--- config.mk ---
export PLATFORM = sky130hd
export DESIGN_NAME = adder_result_accumulator
export DESIGN_NICKNAME = d
export VERILOG_FILES = /design/src/rtl/adder_result_accumulator.sv
export SDC_FILE = /design/constraint.sdc
export NUM_CORES = 1
export LEC_CHECK = 0
export ABC_AREA = 1
export CAP_MARGIN = 10
export CORE_MARGIN = 1
export CORE_UTILIZATION = 35
export CTS_CLUSTER_DIAMETER = 120
export CTS_CLUSTER_SIZE = 16
export DETAILED_ROUTE_END_ITERATION = 6
export PLACE_DENSITY = 0.64
export SYNTH_ARGS = -nofsm -noshare
export SYNTH_HDL_FRONTEND = slang
export SYNTH_SLANG_ARGS = --single-unit
export TNS_END_PERCENT = 1
--- constraint.sdc ---
create_clock -name clk -period 3.4 [get_ports clk]
set_input_delay 0.68 -clock clk [delete_from_list [all_inputs] [get_ports clk]]
set_output_delay 0.68 -clock clk [all_outputs]
set_load 0.005 [all_outputs]
--- src/rtl/adder_result_accumulator.sv ---
// Clocked sink for the two-bit adder: sums a fixed-length burst of 3-bit results
// and hands the total downstream. Define ACC_SATURATE_EN to clamp instead of wrap.
module adder_result_accumulator #(
    parameter int ACC_WIDTH = 8,
    parameter int BURST_LEN = 4,
    parameter int CNT_WIDTH = 8
) (
    input  logic                 clk,
    input  logic                 rst_n,
    input  logic                 in_valid,
    output logic                 in_ready,
    input  logic                 carry_out,
    input  logic                 sum1,
    input  logic                 sum0,
    input  logic                 clear,
    output logic                 out_valid,
    input  logic                 out_ready,
    output logic [ACC_WIDTH-1:0] acc_out,
    output logic                 overflow,
    output logic                 busy
);

    localparam int SUM_W = ACC_WIDTH + 1;

    typedef enum logic [1:0] {
        S_IDLE  = 2'd0,
        S_ACCUM = 2'd1,
        S_DONE  = 2'd2
    } state_t;

    state_t                 r_state;
    state_t                 w_state_nxt;
    logic [ACC_WIDTH-1:0]   r_acc;
    logic [CNT_WIDTH-1:0]   r_count;
    logic                   r_overflow;
    logic                   r_out_valid;
    logic                   r_busy;

    logic [2:0]             w_sample;
    logic [ACC_WIDTH-1:0]   w_sample_ext;
    logic [SUM_W-1:0]       w_sum;
    logic [ACC_WIDTH-1:0]   w_acc_add;
    logic [CNT_WIDTH-1:0]   w_count_inc;
    logic                   w_last;
    logic                   w_accept;
    logic                   w_in_ready;
    logic                   w_out_valid_nxt;
    logic                   w_busy_nxt;

    assign w_sample     = {carry_out, sum1, sum0};
    assign w_sample_ext = ACC_WIDTH'(w_sample);
    assign w_sum        = SUM_W'(r_acc) + SUM_W'(w_sample);
    // r_count is zero in IDLE, so the same increment serves the first sample.
    assign w_count_inc  = r_count + CNT_WIDTH'(1'b1);
    assign w_last       = (w_count_inc == CNT_WIDTH'(BURST_LEN));
    assign w_accept     = in_valid && w_in_ready;

    // Wrap or clamp the running sum on overflow.
    always_comb begin
        w_acc_add = w_sum[ACC_WIDTH-1:0];
`ifdef ACC_SATURATE_EN
        if (w_sum[ACC_WIDTH]) begin
            w_acc_add = {ACC_WIDTH{1'b1}};
        end else begin
            w_acc_add = w_sum[ACC_WIDTH-1:0];
        end
`else
        w_acc_add = w_sum[ACC_WIDTH-1:0];
`endif
    end

    // State register.
    always_ff @(posedge clk or negedge rst_n) begin
        if (!rst_n) begin
            r_state <= S_IDLE;
        end else begin
            r_state <= w_state_nxt;
        end
    end

    // Next-state logic; clear overrides every transition.
    always_comb begin
        w_state_nxt = r_state;
        if (clear) begin
            w_state_nxt = S_IDLE;
        end else begin
            case (r_state)
                S_IDLE, S_ACCUM: begin
                    if (w_accept) begin
                        w_state_nxt = w_last ? S_DONE : S_ACCUM;
                    end else begin
                        w_state_nxt = r_state;
                    end
                end
                S_DONE: begin
                    if (out_ready) begin
                        w_state_nxt = S_IDLE;
                    end else begin
                        w_state_nxt = S_DONE;
                    end
                end
                default: w_state_nxt = S_IDLE;
            endcase
        end
    end

    // Output decode: in_ready is combinational, valid/busy are prepared for registering.
    always_comb begin
        w_in_ready      = 1'b0;
        w_out_valid_nxt = 1'b0;
        w_busy_nxt      = 1'b0;
        case (r_state)
            S_IDLE, S_ACCUM: w_in_ready = 1'b1;
            S_DONE:          w_in_ready = 1'b0;
            default:         w_in_ready = 1'b0;
        endcase
        case (w_state_nxt)
            S_ACCUM: w_busy_nxt      = 1'b1;
            S_DONE:  w_out_valid_nxt = 1'b1;
            default: begin
                w_busy_nxt      = 1'b0;
                w_out_valid_nxt = 1'b0;
            end
        endcase
    end

    // Registered status flags, aligned with the state register.
    always_ff @(posedge clk or negedge rst_n) begin
        if (!rst_n) begin
            r_out_valid <= 1'b0;
            r_busy      <= 1'b0;
        end else begin
            r_out_valid <= w_out_valid_nxt;
            r_busy      <= w_busy_nxt;
        end
    end

    // Accumulator, sample counter and sticky overflow.
    always_ff @(posedge clk or negedge rst_n) begin
        if (!rst_n) begin
            r_acc      <= {ACC_WIDTH{1'b0}};
            r_count    <= {CNT_WIDTH{1'b0}};
            r_overflow <= 1'b0;
        end else if (clear) begin
            r_acc      <= {ACC_WIDTH{1'b0}};
            r_count    <= {CNT_WIDTH{1'b0}};
            r_overflow <= 1'b0;
        end else begin
            case (r_state)
                S_IDLE: begin
                    if (w_accept) begin
                        r_acc      <= w_sample_ext;
                        r_count    <= w_count_inc;
                        r_overflow <= 1'b0;
                    end
                end
                S_ACCUM: begin
                    if (w_accept) begin
                        r_acc   <= w_acc_add;
                        r_count <= w_count_inc;
                        if (w_sum[ACC_WIDTH]) begin
                            r_overflow <= 1'b1;
                        end
                    end
                end
                S_DONE: begin
                    // overflow stays visible until the next burst starts
                    if (out_ready) begin
                        r_acc   <= {ACC_WIDTH{1'b0}};
                        r_count <= {CNT_WIDTH{1'b0}};
                    end
                end
                default: begin
                    r_acc      <= {ACC_WIDTH{1'b0}};
                    r_count    <= {CNT_WIDTH{1'b0}};
                    r_overflow <= 1'b0;
                end
            endcase
        end
    end

    assign in_ready  = w_in_ready;
    assign out_valid = r_out_valid;
    assign busy      = r_busy;
    assign acc_out   = r_acc;
    assign overflow  = r_overflow;

endmodule

==> results.ini, run 1 <==
[clock_network]
cts_resized = 0
clock_path_buffers = 2
cts.sinks = 21
cts_buffers = 3
cts-root-buf = clkbuf_4
cts_hold_buf = 0
clk_latency_ns = 0.31
postCtsSetupRepairBufs = 0
htree_levels = 1
cts_tree = built
path_clk_slew_ns = 0.13

[synth]
yosysTopAreaCellShare_pct = 41.92
yosysTopAreaCell = dfrtp_1
yosysWarnings = 0
syn_nets = 175
seq_area_frac_synth_pct = 41.92
synth_area_sq_um = 1254
synth_area_leaders = dfrtp_1 42%, nand2_1 9.9%, nand3_1 7.6%
synth_seq_cells = 21
synthCells = 161
ys_types = 22
synth_area_per_cell_sq_um = 7.787

[power_and_ir_drop]
worst_ir_drop_vdd_uv = 111.4
p_per_area_nw_per_um2 = 321.0
fin_total_pwr_uw = 486.9
p_leak_uw = 0.0006861
power_frac_clock_pct = 25.3
p_int_uw = 346.2
p_switching_uw = 140.6
seqPwrFrac_pct = 56.0
p_sw_share_pct = 28.88
combPwrFrac_pct = 18.6

[timing]
max_freq_ghz = 0.4538
rsz0062_at_grt = false
finalSetupViolCount = 0
slew-limit-headroom_pct = 35.75
hold_viol = 0
finalSetupTns_ns = 0
timing.final.ws_setup_ns = 1.197
finalClockSkew_ns = 0.01089
max_slew.worst_pin.slew_ns = 0.9608
slew_viol_final = 0
fin_crit_sh_pct = 64.81
layout_min_cycle_time_ns = 2.203

[worst_setup_path]
cpPeakStageDelay_ns = 0.49
crit_type = primary input to flip-flop
ff2ff_setup_slack_ns = 1.66
crit_start = sum0
crit_chain = clkdlybuf4s50_1, ha_1, inv_1, fa_1, inv_1, nand2_1, nand2_1, nand2_1, nor3_1, a21oi_1, o21ai_0, inv_1
regToRegEndpoint = acc_out[6]$_DFFE_PN0P_
cp-end-kind = flip-flop
slowest_stage = clkdlybuf4s50_1
cp.arrival_ns = 2.42
cp-start-kind = primary input
crit_required_ns = 3.61
ff2ff_path_depth = 11
r2r_start = acc_out[0]$_DFFE_PN0P_
cp_max_fo = 4
crit_end = acc_out[6]$_DFFE_PN0P_

[floorplan]
start_util_pct = 36.99
ios = 20
die_w_um = 61.85
die_y_um = 61.85
num_rows = 21
die_area_sq_um = 3825
core_area_sq_um = 3390

[global_route]
antenna_found_initial = 0
grt_pass1_wl_mm = 4.222
grt_pass1_vias = 1009
grt_overflow_total = 0
grt_max_degree = 22
grt_usage_pct = 14.90

[run]
drv_cap = 0

[cells_and_area]
final_layout_size_suffix_gt1_share_pct = 6.011
diodes = 0
areaGrowthSynthToFinish_pct = 20.96
nFillCells = 328
fin_util_pct = 44.74
nNetsFinal = 198
stdcell_area_sq_um = 1516

[placed_design]
hpwl_mm = 1.919
pre_cts_ws_ns = 0.8709
io_buffers = 19
gp_congestion = 0.7831
place_area_sq_um = 1490

[outcome]
status = finished clean

[hold_path]
min_from = acc_out[4]$_DFFE_PN0P_
hp-class = flip-flop to flip-flop
hold_path_depth = 1

[detailed_routing]
via_per_inst = 4.786
first_iter_violations = 52
vias = 1096
drt-pass1-iter-count = 4
finalWirelength_mm = 2.544
ant_nets = 0
wl_per_cell_um = 11.11
drc = 0

==> sequential cells by signal, indices dropped and copies added, names as in the netlist <==
| register | cells |
|---|---|
| acc_out | 8 |
| busy | 1 |
| out_valid | 1 |
| overflow | 1 |
| r_count | 8 |
| r_state | 2 |
==> cells in the mapped netlist, drive strengths merged <==
cell,number
ha,5
o22ai,3
buf,1
xor2,3
nor3,3
a21oi,6
o21ai,14
nand2,35
nor2,22
nand4,2
dfrtp,21
fa,1
nand3,19
inv,24
and2,1
o22a,1
==> power by group through the flow <==
stage / combinational (uW) / clock (uW) / sequential, uW
detailed placement: 91.8 / 0 / 277
CTS: 92.3 / 130 / 273
global route: 104 / 142 / 275
finish: 90.8 / 123 / 273
floorplan: 54.1 / 0 / 276
global placement: 89.6 / 0 / 277
==> final cells by class <==
cell class / instances / area, sq um / share of cell area (%)
Clock buffer: 4 / 26.28 / 1.733
Inverter: 24 / 92.59 / 6.106
Multi-Input combinational cell: 115 / 624.3 / 41.17
Sequential cell: 21 / 525.5 / 34.65
Tap cell: 46 / 57.56 / 3.795
Timing Repair Buffer: 19 / 190.2 / 12.54
==> worst min-delay path by stage <==
| stage | end | slack, ns |
|---|---|---|
| 6_report | acc_out[4]$_DFFE_PN0P_ | 0.53 |
| 5_1_grt | acc_out[2]$_DFFE_PN0P_ | 0.57 |
| 4_1_cts | acc_out[4]$_DFFE_PN0P_ | 0.53 |
| 3_5_place_dp | acc_out[4]$_DFFE_PN0P_ | 0.51 |
| 3_3_place_gp | acc_out[0]$_DFFE_PN0P_ | 0.50 |
| 2_1_floorplan | acc_out[0]$_DFFE_PN0P_ | 0.38 |
==> layer usage <==
metal	up-vias	share of wire [%]	global-route usage, %
li1	564	-	-
met1	519	48	18.92
met2	11	49	25.65
met3	2	1.2	1.863
met4	0	1.1	6.032
met5	-	0	0
==> through the flow <==
stage	hold slack, ns	instances
after CTS	0.5306	229
after floorplan	0.3844	161
final	0.5296	229
after global routing	0.5711	229
after global placement	0.4976	225
after detailed placement	0.5113	225
==> cell families after synthesis <==
kind of cell,after synthesis,synth area share (%)
simple gates,82,30.94
flops,21,41.92
fa+ha+maj,6,6.587
compound gates,24,10.18
xor+xnor,3,2.096
buf+inv,25,8.284
==> placed cells by master, fill, tap and decap left out <==
cell,Yosys,routed
xor2_1,3,3
nor2_1,20,20
o22a_1,1,1
clkbuf_4,0,3
o21ai_0,8,8
inv_1,21,21
dfrtp_1,21,21
nand2_4,2,2
and2_1,1,1
inv_4,1,1
nor2_4,2,2
a21oi_1,6,6
o21ai_1,6,6
nand4_4,1,1
nand4_1,1,1
o22ai_1,3,3
clkbuf_1,0,1
ha_1,5,5
clkdlybuf4s50_1,0,19
nor3_1,3,3
fa_1,1,1
nand3_1,19,19
inv_2,2,2
nand2_1,33,33
==> critical path, delay by kind of cell <==
family / cells / cell delay, ns
buffers and inverters: 4 / 0.66
adder cells (fa/ha/maj): 2 / 0.57
AND/OR/NAND/NOR: 4 / 0.34
AO/OA/AOI/OAI: 2 / 0.15
Power figures use the tool's default switching activity.
==> run 2, diff against run 1 <==
--- a/config.mk
+++ b/config.mk
@@ -12,7 +12,7 @@
 export CTS_CLUSTER_DIAMETER = 120
 export CTS_CLUSTER_SIZE = 16
 export DETAILED_ROUTE_END_ITERATION = 6
-export PLACE_DENSITY = 0.64
+export PLACE_DENSITY = 0.66
 export SYNTH_ARGS = -nofsm -noshare
 export SYNTH_HDL_FRONTEND = slang
 export SYNTH_SLANG_ARGS = --single-unit
==> constraint.sdc (replaced) <==
create_clock -name clk -period 1.9 [get_ports clk]
set_input_delay 0.38 -clock clk [delete_from_list [all_inputs] [get_ports clk]]
set_output_delay 0.38 -clock clk [all_outputs]
set_load 0.005 [all_outputs]
==> results.ini, run 2 (synthesized netlist as in run 1, its figures left out) <==
[outcome]
status = finished clean

[clock_network]
cts_buffers = 3
cts-root-buf = clkbuf_4
clock_path_buffers = 2
cts_hold_buf = 0
cts.sinks = 21
path_clk_slew_ns = 0.12
cts_tree = built
clk_latency_ns = 0.30
htree_levels = 1

[floorplan]
core_area_sq_um = 3390
start_util_pct = 36.99
die_area_sq_um = 3825
num_rows = 21
die_w_um = 61.85
ios = 20
die_y_um = 61.85

[detailed_routing]
wl_per_cell_um = 10.70
via_per_inst = 4.622
first_iter_violations = 34
ant_nets = 0
finalWirelength_mm = 2.579
drt-pass1-iter-count = 4
drc = 0
vias = 1114

[timing]
hold-worst-slack_ns = 0.4142
fin_crit_sh_pct = 94.60
rsz0062_at_grt = false
hold_viol = 0
layout_min_cycle_time_ns = 1.797
slew_viol_final = 0
finalClockSkew_ns = 0.001106
finalSetupTns_ns = 0
slew-limit-headroom_pct = 81.02
finalSetupViolCount = 0
max_freq_ghz = 0.5564
max_slew.worst_pin.slew_ns = 0.2848

[worst_setup_path]
cp-start-kind = flip-flop
cp_max_fo = 8
crit_buf_inv = 2
crit_type = flip-flop to output port
crit_chain = inv_2, clkdlybuf4s50_1
crit_required_ns = 1.52
slowest_stage = clkdlybuf4s50_1
cp-end-kind = output port
cp_top_family = buffers and inverters
cp.depth = 2
cpPeakStageDelay_ns = 0.51
ff2ff_path_depth = 11
cp.arrival_ns = 1.42

[global_route]
grt_pass1_wl_mm = 4.077
grt_pass1_vias = 890
grt_overflow_total = 0
grt_usage_pct = 14.57
grt_max_degree = 22
antenna_found_initial = 0

[cells_and_area]
final_cell_mix = 32 x nand2_1, 21 x inv_1, 20 x dfrtp_1
final_common_cell = nand2_1
final_layout_size_suffix_gt1_share_pct = 14.36
fin_cells = 241
stdcell_area_sq_um = 1633
areaGrowthSynthToFinish_pct = 30.24
nNetsFinal = 210
fin_util_pct = 48.17
diodes = 0

[power_and_ir_drop]
p_per_area_nw_per_um2 = 548.0
p_leak_uw = 0.0007508
worst_ir_drop_vdd_uv = 187.4

[run]
drv_cap = 0

[hold_path]
hp-class = primary input to async pin

[placed_design]
gp_congestion = 0.7399
hpwl_mm = 1.883
post-place-cells = 234
place_area_sq_um = 1570
io_buffers = 19

[run 2: metal layers]
layer / part of all wire [%] / global-route usage [%] / vias to the layer above / wire (um)
li1: - / - / 588 / -
met1: 54 / 22.05 / 508 / 1381
met2: 43 / 21.35 / 16 / 1104
met3: 2.7 / 2.484 / 2 / 69
met4: 0.89 / 3.810 / 0 / 23
met5: 0 / 0 / - / 0
[run 2: what timing repair did]
action | 4_1_cts | 5_1_grt
resized for setup | 0 | 5
buffers inserted | 0 | 3
setup endpoints to repair | 0 | 3
[run 2: metrics by stage]
stage,setup WS [ns],power [uW]
2_1_floorplan,0.2991,590.0
3_3_place_gp,-0.2498,679.4
3_5_place_dp,-0.2821,680.4
4_1_cts,0.01015,903.4
5_1_grt,0.01300,958.9
6_report,0.1026,894.7
[run 2: power by group]
| group | leakage, uW | switching [uW] | internal, uW |
|---|---|---|---|
| registers | 0.000283 | 21.1 | 466 |
| clock network | 0.0000150 | 139 | 81.7 |
| logic | 0.000452 | 96.0 | 90.1 |
[run 2: worst paths after layout]
kind                                        startpoint                     end  slack (ns)
max in group asynchronous                        rst_n    r_state[1]$_DFF_PN0_        1.25
worst min-delay path                             rst_n  acc_out[1]$_DFFE_PN0P_        0.41
worst min register to register  acc_out[4]$_DFFE_PN0P_  acc_out[4]$_DFFE_PN0P_        0.52
min in group clk                acc_out[4]$_DFFE_PN0P_  acc_out[4]$_DFFE_PN0P_        0.52
worst max register to register  acc_out[0]$_DFFE_PN0P_  acc_out[6]$_DFFE_PN0P_        0.30
worst max-delay path              r_state[1]$_DFF_PN0_                in_ready        0.10
[run 2: cell type report]
| class | count | area, sq um |
|---|---|---|
| well taps | 46 | 57.56 |
| fillers | 330 | 1757 |
| inverters | 24 | 92.59 |
| repair buffers | 31 | 292.8 |
| multi-input cells | 115 | 636.9 |
| clock buffers | 4 | 26.28 |
| flip-flops and latches | 21 | 526.8 |
==> run 3, diff against run 2 <==
--- a/config.mk
+++ b/config.mk
@@ -12,6 +12,7 @@
 export CTS_CLUSTER_DIAMETER = 120
 export CTS_CLUSTER_SIZE = 16
 export DETAILED_ROUTE_END_ITERATION = 6
+export HOLD_SLACK_MARGIN = 0.03
 export PLACE_DENSITY = 0.66
 export SYNTH_ARGS = -nofsm -noshare
 export SYNTH_HDL_FRONTEND = slang
==> results of run 3 <==
The final DEF is identical to that of run 2; final timing and power are the same.
==> RTL edit 1 (flow settings as in run 1) <==
Add a define of `ACC_SATURATE_EN`.
--- a/src/rtl/adder_result_accumulator.sv
+++ b/src/rtl/adder_result_accumulator.sv
@@ -1,5 +1,7 @@
 // Clocked sink for the two-bit adder: sums a fixed-length burst of 3-bit results
 // and hands the total downstream. Define ACC_SATURATE_EN to clamp instead of wrap.
+`define ACC_SATURATE_EN
+
 module adder_result_accumulator #(
     parameter int ACC_WIDTH = 8,
     parameter int BURST_LEN = 4,
Formal check against the unedited RTL: no difference found for any inputs over 10 cycles, from zero or initial values and one cycle with rst_n low; that may be too few to reach the edited logic, so the function may still have changed.
==> RTL edit 1 against run 1 <==
Final area is 7.9% higher; routed wire length rose by 10%; first-iteration DRC count down 29%; setup slack got worse by 200 ps; synthesized cell count grew 11%; sequential share of layout area decreased by 2.5 points; power is 7.7% higher; die area grew 7.6%; utilization is 0.37 points lower; sequential cell count unchanged; area after synthesis rose by 7.9%; largest power group unchanged; highest routed layer unchanged.
==> RTL edit 1: results <==
metrics = {
    "status": {
        "status": "finished clean",
    },
    "placement": {
        "dpl_cell_area_mm2": 0.00159,
        "post-dp-hpwl_mm": 2.11,
        "dp_worst_setup_slack_ps": 731,
        "globalplace.congestion": 0.788,
    },
    "synth": {
        "synthDistinctLibCells": 24,
        "synth_top_cells_by_count": "sky130_fd_sc_hd__nand2_1, sky130_fd_sc_hd__inv_1, sky130_fd_sc_hd__dfrtp_1",
        "synth_fp_nets": 193,
        "postSynthAreaPerCell_um2": 7.56,
        "synth.top_cells.by_area": "sky130_fd_sc_hd__dfrtp_1, sky130_fd_sc_hd__nand2_1, sky130_fd_sc_hd__inv_1",
        "synth_sequential_area_ratio_pct": 38.9,
    },
    "global_route": {
        "groute.usage.overall_pct": 16.2,
        "grt_pass1_wl_mm": 5.15,
        "number_of_global_route_vias_before_repair": 1190,
    },
    "route": {
        "drt-initial-drc-count": 37,
        "detail_route.wl_per_cell_um": 11.3,
        "postRouteWirelength_mm": 2.80,
        "via_per_inst": 4.75,
    },
    "cells_and_area": {
        "finalNetCount": 216,
        "layout-drive-gt1-share_pct": 10.9,
    },
    "critical_path": {
        "reg2reg_slack_ps": 1450,
        "cp_max_fo": 5,
    },
    "clock_tree": {
        "worstSkewPairLatency_ps": 260,
        "clock_root_buffer": "sky130_fd_sc_hd__clkbuf_8",
        "clk_transition_reported_paths_ps": 80,
    },
    "pwr": {
        "power.leakage_nw": 0.777,
        "vdd_drop_max_mv": 0.164,
    },
    "timing": {
        "hold-worst-slack_ps": 526,
        "timing_worst_slew_pin_value_ps": 953,
        "report.final.setup_viol": 0,
        "setup_ws_ps": 992,
        "final.setup_skew_ps": 0.880,
    },
}
## RTL edit 1: cell count changes after synthesis, moves of 3 or more
cell                      before  now
sky130_fd_sc_hd__inv_1        21   26
sky130_fd_sc_hd__nand2_1      33   56
sky130_fd_sc_hd__nor2_1       20   12
sky130_fd_sc_hd__o21ai_1       6    1
sky130_fd_sc_hd__o21ai_2       0    7
sky130_fd_sc_hd__o22ai_1       3    0
sky130_fd_sc_hd__o22ai_2       0    4
## RTL edit 1: logic make-up after synthesis
family / synth area share, %
compound gates: 14.4
buf+inv: 8.60
simple gates: 31.4
flops: 38.9
fa+ha+maj: 6.11
xor+xnor: 0.648
## RTL edit 1: power by group
group          internal, mW  switching, mW
Clock                0.0835         0.0815
Combinational        0.0379         0.0495
Sequential            0.260         0.0124
## RTL edit 1: path summary, 6_finish.rpt
check / from / to / cells past startpoint
setup / recovery: sum0 / acc_out[5] / 11
hold / removal: acc_out[2] / acc_out[2] / 2
setup reg to reg: acc_out[0] / acc_out[5] / 10
hold reg to reg: acc_out[2] / acc_out[2] / 2
max in group asynchronous: rst_n / r_count[4] / 1
min in group asynchronous: rst_n / acc_out[1] / 1
## RTL edit 1: layout make-up
| type | count | area [µm²] |
|---|---|---|
| fillers | 390 | 2050 |
| multi-input cells | 129 | 711 |
| flip-flops and latches | 21 | 526 |
| repair buffers | 19 | 190 |
| inverters | 28 | 105 |
| well taps | 48 | 60.1 |
| clock buffers | 4 | 45.0 |
## RTL edit 1: critical path: stages
cell	delay (ps)
sky130_fd_sc_hd__clkdlybuf4s50_1	430
sky130_fd_sc_hd__ha_1	230
sky130_fd_sc_hd__fa_1	380
sky130_fd_sc_hd__nand2_1	90
sky130_fd_sc_hd__nand2_1	70
sky130_fd_sc_hd__nand2_1	100
sky130_fd_sc_hd__inv_1	100
sky130_fd_sc_hd__nand2_1	140
sky130_fd_sc_hd__nand2_1	60
sky130_fd_sc_hd__o21ai_0	200
sky130_fd_sc_hd__o21ai_2	70
## RTL edit 1: routing by layer
metal  vias to the layer above  global-route usage [%]  wire length (µm)
met5                         -                       0                 0
met4                         0                    6.94                51
met3                         4                    2.50               106
met2                        34                    26.7              1280
met1                       524                    21.0              1370
li1                        620                       -                 -
==> RTL edit 2 (settings of run 1) <==
Without the edit above. Reset style: synchronous (`rst_n`), changed in 3 clocked blocks.
--- a/src/rtl/adder_result_accumulator.sv
+++ b/src/rtl/adder_result_accumulator.sv
@@ -70,7 +70,7 @@
     end
 
     // State register.
-    always_ff @(posedge clk or negedge rst_n) begin
+    always_ff @(posedge clk) begin
         if (!rst_n) begin
             r_state <= S_IDLE;
         end else begin
@@ -125,7 +125,7 @@
     end
 
     // Registered status flags, aligned with the state register.
-    always_ff @(posedge clk or negedge rst_n) begin
+    always_ff @(posedge clk) begin
         if (!rst_n) begin
             r_out_valid <= 1'b0;
             r_busy      <= 1'b0;
@@ -136,7 +136,7 @@
     end
 
     // Accumulator, sample counter and sticky overflow.
-    always_ff @(posedge clk or negedge rst_n) begin
+    always_ff @(posedge clk) begin
         if (!rst_n) begin
             r_acc      <= {ACC_WIDTH{1'b0}};
             r_count    <= {CNT_WIDTH{1'b0}};
Formal check against the unedited RTL: differs if rst_n is asserted again (counterexample within 4 cycles, from zero or initial values and one cycle with rst_n low); with rst_n held inactive, the same outputs for 10 cycles.
==> RTL edit 2 against run 1 <==
Setup slack got worse by 27 ps; routed wire length fell by 5.4%; sequential cell count did not move; power fell by 12%; synthesized cell count rose by 3.7%; final area fell by 7.3%; area after synthesis fell by 9.0%; utilization rose by 0.95 points; first-iteration DRC count fell by 29%; sequential share of layout area fell by 4.8 points; die area fell by 8.7%; largest cell class unchanged; largest power group unchanged.
==> RTL edit 2: results <==
metrics = {
    "critical_path": {
        "worst_setup_path_endpoint": "acc_out[6]",
        "r2r_cells": 9,
        "rr_startpoint": "acc_out[0]",
    },
    "synth": {
        "synth_compound_area_share_pct": 15.4,
        "synth_fp_nets": 180,
        "postSynthAreaPerCell_um2": 6.83,
        "synth_xor_xnor_area_share_pct": 2.30,
        "ys_dominant_reg_cell": "sky130_fd_sc_hd__dfxtp_1",
        "synth_top_cells_by_count": "sky130_fd_sc_hd__nand2_1, sky130_fd_sc_hd__inv_1, sky130_fd_sc_hd__dfxtp_1",
    },
    "global_route": {
        "global_route.usage.met1_pct": 18.8,
        "grt_util_met3_pct": 2.84,
        "number_of_global_route_vias_before_repair": 967,
        "grt_pass1_wl_mm": 3.93,
        "groute.usage.overall_pct": 14.7,
        "met2_usage_pct": 24.4,
    },
    "route": {
        "drt-initial-drc-count": 37,
        "detail_route.wl_per_cell_um": 10.3,
    },
    "min_path": {
        "hold_end": "overflow",
        "holdCritStartpoint": "overflow",
        "hold-path-cell-count": 2,
    },
    "placement": {
        "post-dp-hpwl_mm": 1.85,
        "dp_worst_setup_slack_ps": 845,
        "placedCellCount": 229,
    },
    "timing": {
        "timing.max_slew.rel_slack_pct": 65.1,
        "final.setup_skew_ps": 3.59,
        "hold-worst-slack_ps": 457,
    },
    "pwr": {
        "power.leakage_nw": 0.580,
    },
    "cells_and_area": {
        "finalNetCount": 203,
        "layout-drive-gt1-share_pct": 10.1,
    },
    "status": {
        "status": "finished clean",
    },
}
-- RTL edit 2: cell count changes after synthesis, moves of 2 or more --
cell                      change
sky130_fd_sc_hd__a21oi_1     +13
sky130_fd_sc_hd__dfrtp_1     -21
sky130_fd_sc_hd__dfxtp_1     +21
sky130_fd_sc_hd__inv_2        +4
sky130_fd_sc_hd__nand2_1      +4
sky130_fd_sc_hd__nand3_1     -12
sky130_fd_sc_hd__nor2_1       -2
sky130_fd_sc_hd__nor2_2       +6
sky130_fd_sc_hd__nor2_4       -2
sky130_fd_sc_hd__o21ai_0      -2
sky130_fd_sc_hd__o22ai_1      -3
-- RTL edit 2: cell type report --
class	instances	area, µm²
clock buffer	3	22.5
clock inverter	1	5.00
fill	329	1670
inverter	28	105
multi-input combinational	117	608
sequential	21	420
tap	44	55.1
timing repair buffer	19	190
-- RTL edit 2: power by group --
part / internal [mW] / total, mW / switching [mW]
clock network: 0.0439 / 0.125 / 0.0812
registers: 0.250 / 0.253 / 0.00299
logic: 0.0221 / 0.0502 / 0.0281
